File: src/rtl/dbg_display_ctrl.sv
// Debug display controller: probe mux, arm/trigger/capture FSM, active-low 7-seg digits and event LED stretchers.
// Define DBG_DISP_BLANK_EN to blank leading-zero digits (digit 0 is always shown).
module dbg_display_ctrl #(
  parameter int NUM_CH      = 8,
  parameter int DATA_W      = 32,
  parameter int NUM_DIGITS  = 8,
  parameter int NUM_EV      = 9,
  parameter int STRETCH_CYC = 2**22,
  localparam int SEL_W      = (NUM_CH > 1) ? $clog2(NUM_CH) : 1
) (
  input  logic                     clk,
  input  logic                     rst_n,
  input  logic [NUM_CH*DATA_W-1:0] ch_data,
  input  logic [SEL_W-1:0]         sel,
  input  logic                     arm,
  input  logic                     clr,
  input  logic                     trig,
  input  logic [NUM_EV-1:0]        events,
  output logic [DATA_W-1:0]        display_val,
  output logic [NUM_DIGITS*7-1:0]  hex_seg,
  output logic [NUM_EV-1:0]        ev_led,
  output logic [1:0]               cap_state
);

  localparam int CNT_W = $clog2(STRETCH_CYC + 1);

  typedef enum logic [1:0] {
    LIVE     = 2'd0,
    ARMED    = 2'd1,
    CAPTURED = 2'd2
  } state_e;

  state_e                  state_q, state_d;
  logic [DATA_W-1:0]       display_val_q, display_val_d;
  logic [DATA_W-1:0]       mux_val;
  logic [CNT_W-1:0]        cnt_q [NUM_EV];
  logic [CNT_W-1:0]        cnt_d [NUM_EV];
  logic [NUM_EV-1:0]       ev_led_q, ev_led_d;
  logic [4*NUM_DIGITS-1:0] disp_ext;

  function automatic logic [6:0] seg7(input logic [3:0] nib);
    case (nib)
      4'h0: seg7 = 7'b1000000;
      4'h1: seg7 = 7'b1111001;
      4'h2: seg7 = 7'b0100100;
      4'h3: seg7 = 7'b0110000;
      4'h4: seg7 = 7'b0011001;
      4'h5: seg7 = 7'b0010010;
      4'h6: seg7 = 7'b0000010;
      4'h7: seg7 = 7'b1111000;
      4'h8: seg7 = 7'b0000000;
      4'h9: seg7 = 7'b0010000;
      4'hA: seg7 = 7'b0001000;
      4'hB: seg7 = 7'b0000011;
      4'hC: seg7 = 7'b1000110;
      4'hD: seg7 = 7'b0100001;
      4'hE: seg7 = 7'b0000110;
      default: seg7 = 7'b0001110;
    endcase
  endfunction

  // Unmatched select codes fall through to zero.
  always_comb begin
    mux_val = '0;
    for (int k = 0; k < NUM_CH; k++) begin
      if (int'(sel) == k) mux_val = ch_data[k*DATA_W +: DATA_W];
    end
  end

  always_comb begin
    state_d       = state_q;
    display_val_d = display_val_q;
    if (clr) begin
      state_d       = LIVE;
      display_val_d = mux_val;
    end else if (arm) begin
      state_d       = ARMED;
      display_val_d = mux_val;
    end else begin
      case (state_q)
        LIVE: display_val_d = mux_val;
        ARMED: begin
          display_val_d = mux_val;
          if (trig) state_d = CAPTURED;
        end
        default: display_val_d = display_val_q;
      endcase
    end
  end

  // A new event reloads the counter rather than extending it.
  always_comb begin
    for (int i = 0; i < NUM_EV; i++) begin
      cnt_d[i] = cnt_q[i];
      if (events[i]) cnt_d[i] = CNT_W'(STRETCH_CYC);
      else if (cnt_q[i] != '0) cnt_d[i] = cnt_q[i] - CNT_W'(1);
      ev_led_d[i] = (cnt_d[i] != '0);
    end
  end

  always_ff @(posedge clk or negedge rst_n) begin
    if (!rst_n) begin
      state_q       <= LIVE;
      display_val_q <= '0;
      ev_led_q      <= '0;
      for (int i = 0; i < NUM_EV; i++) cnt_q[i] <= '0;
    end else begin
      state_q       <= state_d;
      display_val_q <= display_val_d;
      ev_led_q      <= ev_led_d;
      for (int i = 0; i < NUM_EV; i++) cnt_q[i] <= cnt_d[i];
    end
  end

  always_comb begin
    disp_ext               = '0;
    disp_ext[DATA_W-1:0]   = display_val_q;
  end

`ifdef DBG_DISP_BLANK_EN
  logic lead;

  // Scan from the top digit down; blank until the first nonzero nibble.
  always_comb begin
    hex_seg = '0;
    lead    = 1'b1;
    for (int d = NUM_DIGITS - 1; d >= 0; d--) begin
      if (disp_ext[d*4 +: 4] != 4'h0) lead = 1'b0;
      hex_seg[d*7 +: 7] = (lead && d != 0) ? 7'b1111111 : seg7(disp_ext[d*4 +: 4]);
    end
  end
`else
  always_comb begin
    hex_seg = '0;
    for (int d = 0; d < NUM_DIGITS; d++) begin
      hex_seg[d*7 +: 7] = seg7(disp_ext[d*4 +: 4]);
    end
  end
`endif

  assign display_val = display_val_q;
  assign ev_led      = ev_led_q;
  assign cap_state   = state_q;

endmodule

File: config.mk
export PLATFORM = sky130hd
export DESIGN_NAME = dbg_display_ctrl
export DESIGN_NICKNAME = d
export VERILOG_FILES = /design/src/rtl/dbg_display_ctrl.sv
export SDC_FILE = /design/constraint.sdc
export NUM_CORES = 1
export LEC_CHECK = 0
export ABC_AREA = 1
export BUFFER_PORTS_ARGS = -buffer_cell sky130_fd_sc_hd__buf_2
export CORE_MARGIN = 5
export CORE_UTILIZATION = 57
export DETAILED_ROUTE_END_ITERATION = 7
export PLACE_DENSITY = 0.82
export RECOVER_POWER = 25
export SYNTH_ARGS = -nofsm -noshare
export SYNTH_HDL_FRONTEND = slang
export SYNTH_SLANG_ARGS = --single-unit
File: constraint.sdc
create_clock -name clk -period 2.5 [get_ports clk]
set_input_delay 0.5 -clock clk [delete_from_list [all_inputs] [get_ports clk]]
set_output_delay 0.5 -clock clk [all_outputs]
set_load 0.01 [all_outputs]
==> out/qor.txt <==
Result of the run = finished, violations left
Failing checks = design-rule violations
Pleak = 12.5 nW
Fraction of layout instances using a drive strength above 1 = 0.198
Share of the synthesized area in the top cell type = 0.333
Buffer type at the clock tree root = clkbuf_16
DRC violation count after routing = 1
TritonCTS clock tree = yes
Areal power density over the cells = 1180 nW/µm²
Net switching power = 0.0129 W
Signal arrival time at the worst endpoint = 1950 ps
Sequential cell area fraction in the yosys report = 0.333
Area fraction in compound gates after synthesis = 0.0938
Slew at the pin closest to its max-slew limit = 1250 ps
Achievable frequency = 407 MHz
Post-detailed-route via-to-cell ratio = 5.63
Mapped Cells = 2733
Post-Route Skew = 16.5 ps
Number of violations reported at the end of detailed-routing iteration 0 = 1525
Final cycle utilization of the critical path = 0.982
Syn Nets = 3072
Startpoint type of the worst setup path = flop
Maximum level of the CTS H-tree = 1
Die Ht = 192 µm
Vias = 20.1k
Per-instance average area after synthesis = 6.88 µm²
Cell Chain, Critical Path = inv_4 > ha_1 > a21oi_1 > o21ai_0 > nand2_1 > buf_2
Summed instance area of the synthesized netlist = 18800 µm²
Max-slew violation count = 0
Post-synthesis simple-gate area fraction = 0.356
Leftover overflow at the end of global routing = 0
Port bufs = 371
Highest-delay cell along the critical path = dfrtp_2
Pin count of the biggest net entering global routing = 69
Final wirelength = 63.3 mm
Cell taking the most area after synthesis = dfrtp_1
Post-layout total power = 0.0263 W
Portion of total power attributed to the clock network = 0.173
Wire length per cell after detailed routing = 17.8 µm
Core area = 32500 µm²
Final count of hold timing violations = 0
Total routing usage reported by global routing = 0.333
Relative slew slack = 0.165
Most common cell after layout, fill and taps aside = nand2_1
Routing usage on met2 = 0.561
Min Tclk post-route = 2450 ps
Most congested layer reported by global routing = met2
Horizontal die dimension = 192 µm
Number of cell rows = 66
Met1 routing resource usage after global routing = 0.419
Combinational fraction of design power = 0.569
Non-filler instance count after layout = 3560
Worst-path clk slew = 60 ps
Final-layout worst hold slack = 109 ps
CTS Sinks = 250
Starting utilization of the core area = 0.578
Type of element capturing the critical path = primary output
Area of the die = 36700 µm²
Number of antenna violations at the first check in global routing = 5
Worst vdd ir = 772 µV
Multiplexer share of the synthesized area = 0
Source-to-sink clock delay at the later pin of the worst-skew pair = 570 ps
Number of flip-flops and latches in the synthesized netlist = 250
Number of fill cells = 2902
Switching power as a share of total power = 0.490
Xor/xnor share of the synthesized area = 0.0675
Clock buffer count from CTS = 29
Required time worst endpoint = 2000 ps
Top post-synthesis cells by area = dfrtp_1 33%, nand2_1 10%, nor2_1 8.6%, inv_1 7.9%, nand3_1 7.8%
Share of synthesized cell area in full adder, half adder and majority cells = 0.0439
Number of warnings printed during yosys synthesis = 0
Internal power contribution = 0.0134 W
Met3 Resource Use GR = 0.0758
Antenna Nets Post-Route = 0
Max Fanout on Critical Path = 5
Net count of the finished layout = 3433
Wire length of the first global-routing pass = 99.7 mm
Most frequent cells in the layout = 511 x nand2_1, 429 x nor2_1, 380 x inv_1
Crit Path Category = reg2out
Initial DRT Pass Iterations = 8
Worst hold path type = in2reg
Maximum number of buffers from clock root to sink = 3
Layout overhead on the synthesized area = 18.7%
Vias in the first global route = 19.7k
Max-cap check violation count = 0
Largest family of logic cells by synthesized area = simple AND/OR/NAND/NOR gates
Worst path max stage delay = 460 ps
Sequential share of power = 0.258
Inst Count DP = 3493
Global placer's final weighted congestion = 1.02
Top Ports = 372
Count of different cell masters after synthesis = 46
Total half-perimeter wirelength after legalization and detailed placement = 49.0 mm
Number of setup violations in the final report = 0
-- logic make-up (layout without fill, tap and decap cells) --
| kind of cell | after synthesis | in the layout |
|---|---|---|
| DFF | 250 | 250 |
| AOI/OAI and AO/OA | 293 | 293 |
| other | 0 | 4 |
| adders and majority gates | 66 | 66 |
| xor gates and xnor gates | 145 | 145 |
| buffers and inverters | 505 | 886 |
| and+or+nand+nor | 1474 | 1474 |
-- path summary, 6_finish.rpt --
kind / startpoint / end / slack (ps) / cells past startpoint
min reg2reg: cap_state[0]$_DFFE_PN0P_ / cap_state[0]$_DFFE_PN0P_ / 550 / 2
max in group asynchronous: rst_n / display_val[1]$_DFFE_PN0P_ / 410 / 3
max: display_val[9]$_DFFE_PN0P_ / hex_seg[17] / 50 / 6
max reg2reg: cnt_q[138]$_DFF_PN0_ / ev_led[2]$_DFF_PN0_ / 210 / 13
min: clr / cap_state[0]$_DFFE_PN0P_ / 110 / 2
min in group asynchronous: rst_n / cnt_q[114]$_DFF_PN0_ / 450 / 2
-- metal layers --
metal / up-vias / part of all wire
met5: - / 0
met4: 0 / 0.046
met3: 181 / 0.083
met2: 950 / 0.48
met1: 9335 / 0.39
li1: 9594 / -
-- through the flow --
step	setup slack, ps	util	TNS [ps]	area, µm²
6_report	45.3	0.686	0	22300
5_1_grt	-18.2	0.686	-36.6	22300
4_1_cts	5.18	0.683	0	22200
3_5_place_dp	20.1	0.650	0	21100
3_3_place_gp	89.6	0.650	0	21100
2_1_floorplan	634	-	0	18800
-- synth_stat cells (all sizes together) --
cell     instances
o2111ai          1
nand3          306
o31ai            3
a32o             4
inv            407
nor3            42
nor2           477
buf             34
clkbuf          55
ha              66
a21o             1
a31oi            1
nor4            13
dfrtp          250
xnor2           64
nand3b          10
nand4          105
a211oi           1
o21bai           1
o221ai          31
a32oi            3
o211ai          43
nand2          520
or2              1
clkinv           9
o21ai           88
a21oi          116
xor2            81
-- critical path: cells and delay by family (launching register included) --
kind                     cells  cell delay, ps
flip-flops                   1             460
adder cells (fa/ha/maj)      1             230
buffers and inverters        2             260
AND/OR/NAND/NOR              1             150
AO/OA/AOI/OAI                2             290
-- state kept, by name, summed over array words and instances, names as in the netlist --
| register | cells |
|---|---|
| cap_state | 2 |
| display_val | 32 |
| cnt_q | 207 |
| ev_led | 9 |
-- final cells by class --
| class | count | area [µm²] | share of cell area |
|---|---|---|---|
| multi-input cells | 1978 | 10600 | 0.477 |
| well taps | 442 | 553 | 0.0248 |
| inverters | 416 | 1580 | 0.0708 |
| repair buffers | 419 | 2240 | 0.100 |
| clock buffers | 33 | 781 | 0.0350 |
| clock inverters | 18 | 246 | 0.0110 |
| flip-flops and latches | 250 | 6270 | 0.281 |
| diodes | 4 | 10.0 | 0.000448 |
-- power groups by stage --
stage	clock network [W]	registers, W	logic (W)
after floorplan	0	0.00641	0.0114
after global placement	0	0.00675	0.0143
after detailed placement	0	0.00677	0.0146
after CTS	0.00463	0.00673	0.0148
after global routing	0.00481	0.00695	0.0169
final	0.00455	0.00678	0.0150
-- timing repair --
action                                  CTS  global route
endpoints found under the setup margin   12            26
hold buffers                              1             0
endpoints found under the hold margin    62             0
buffers inserted                          5             6
resized for setup                         9            49
pin swaps                                 0             3
(Power assumes the default switching activity.)
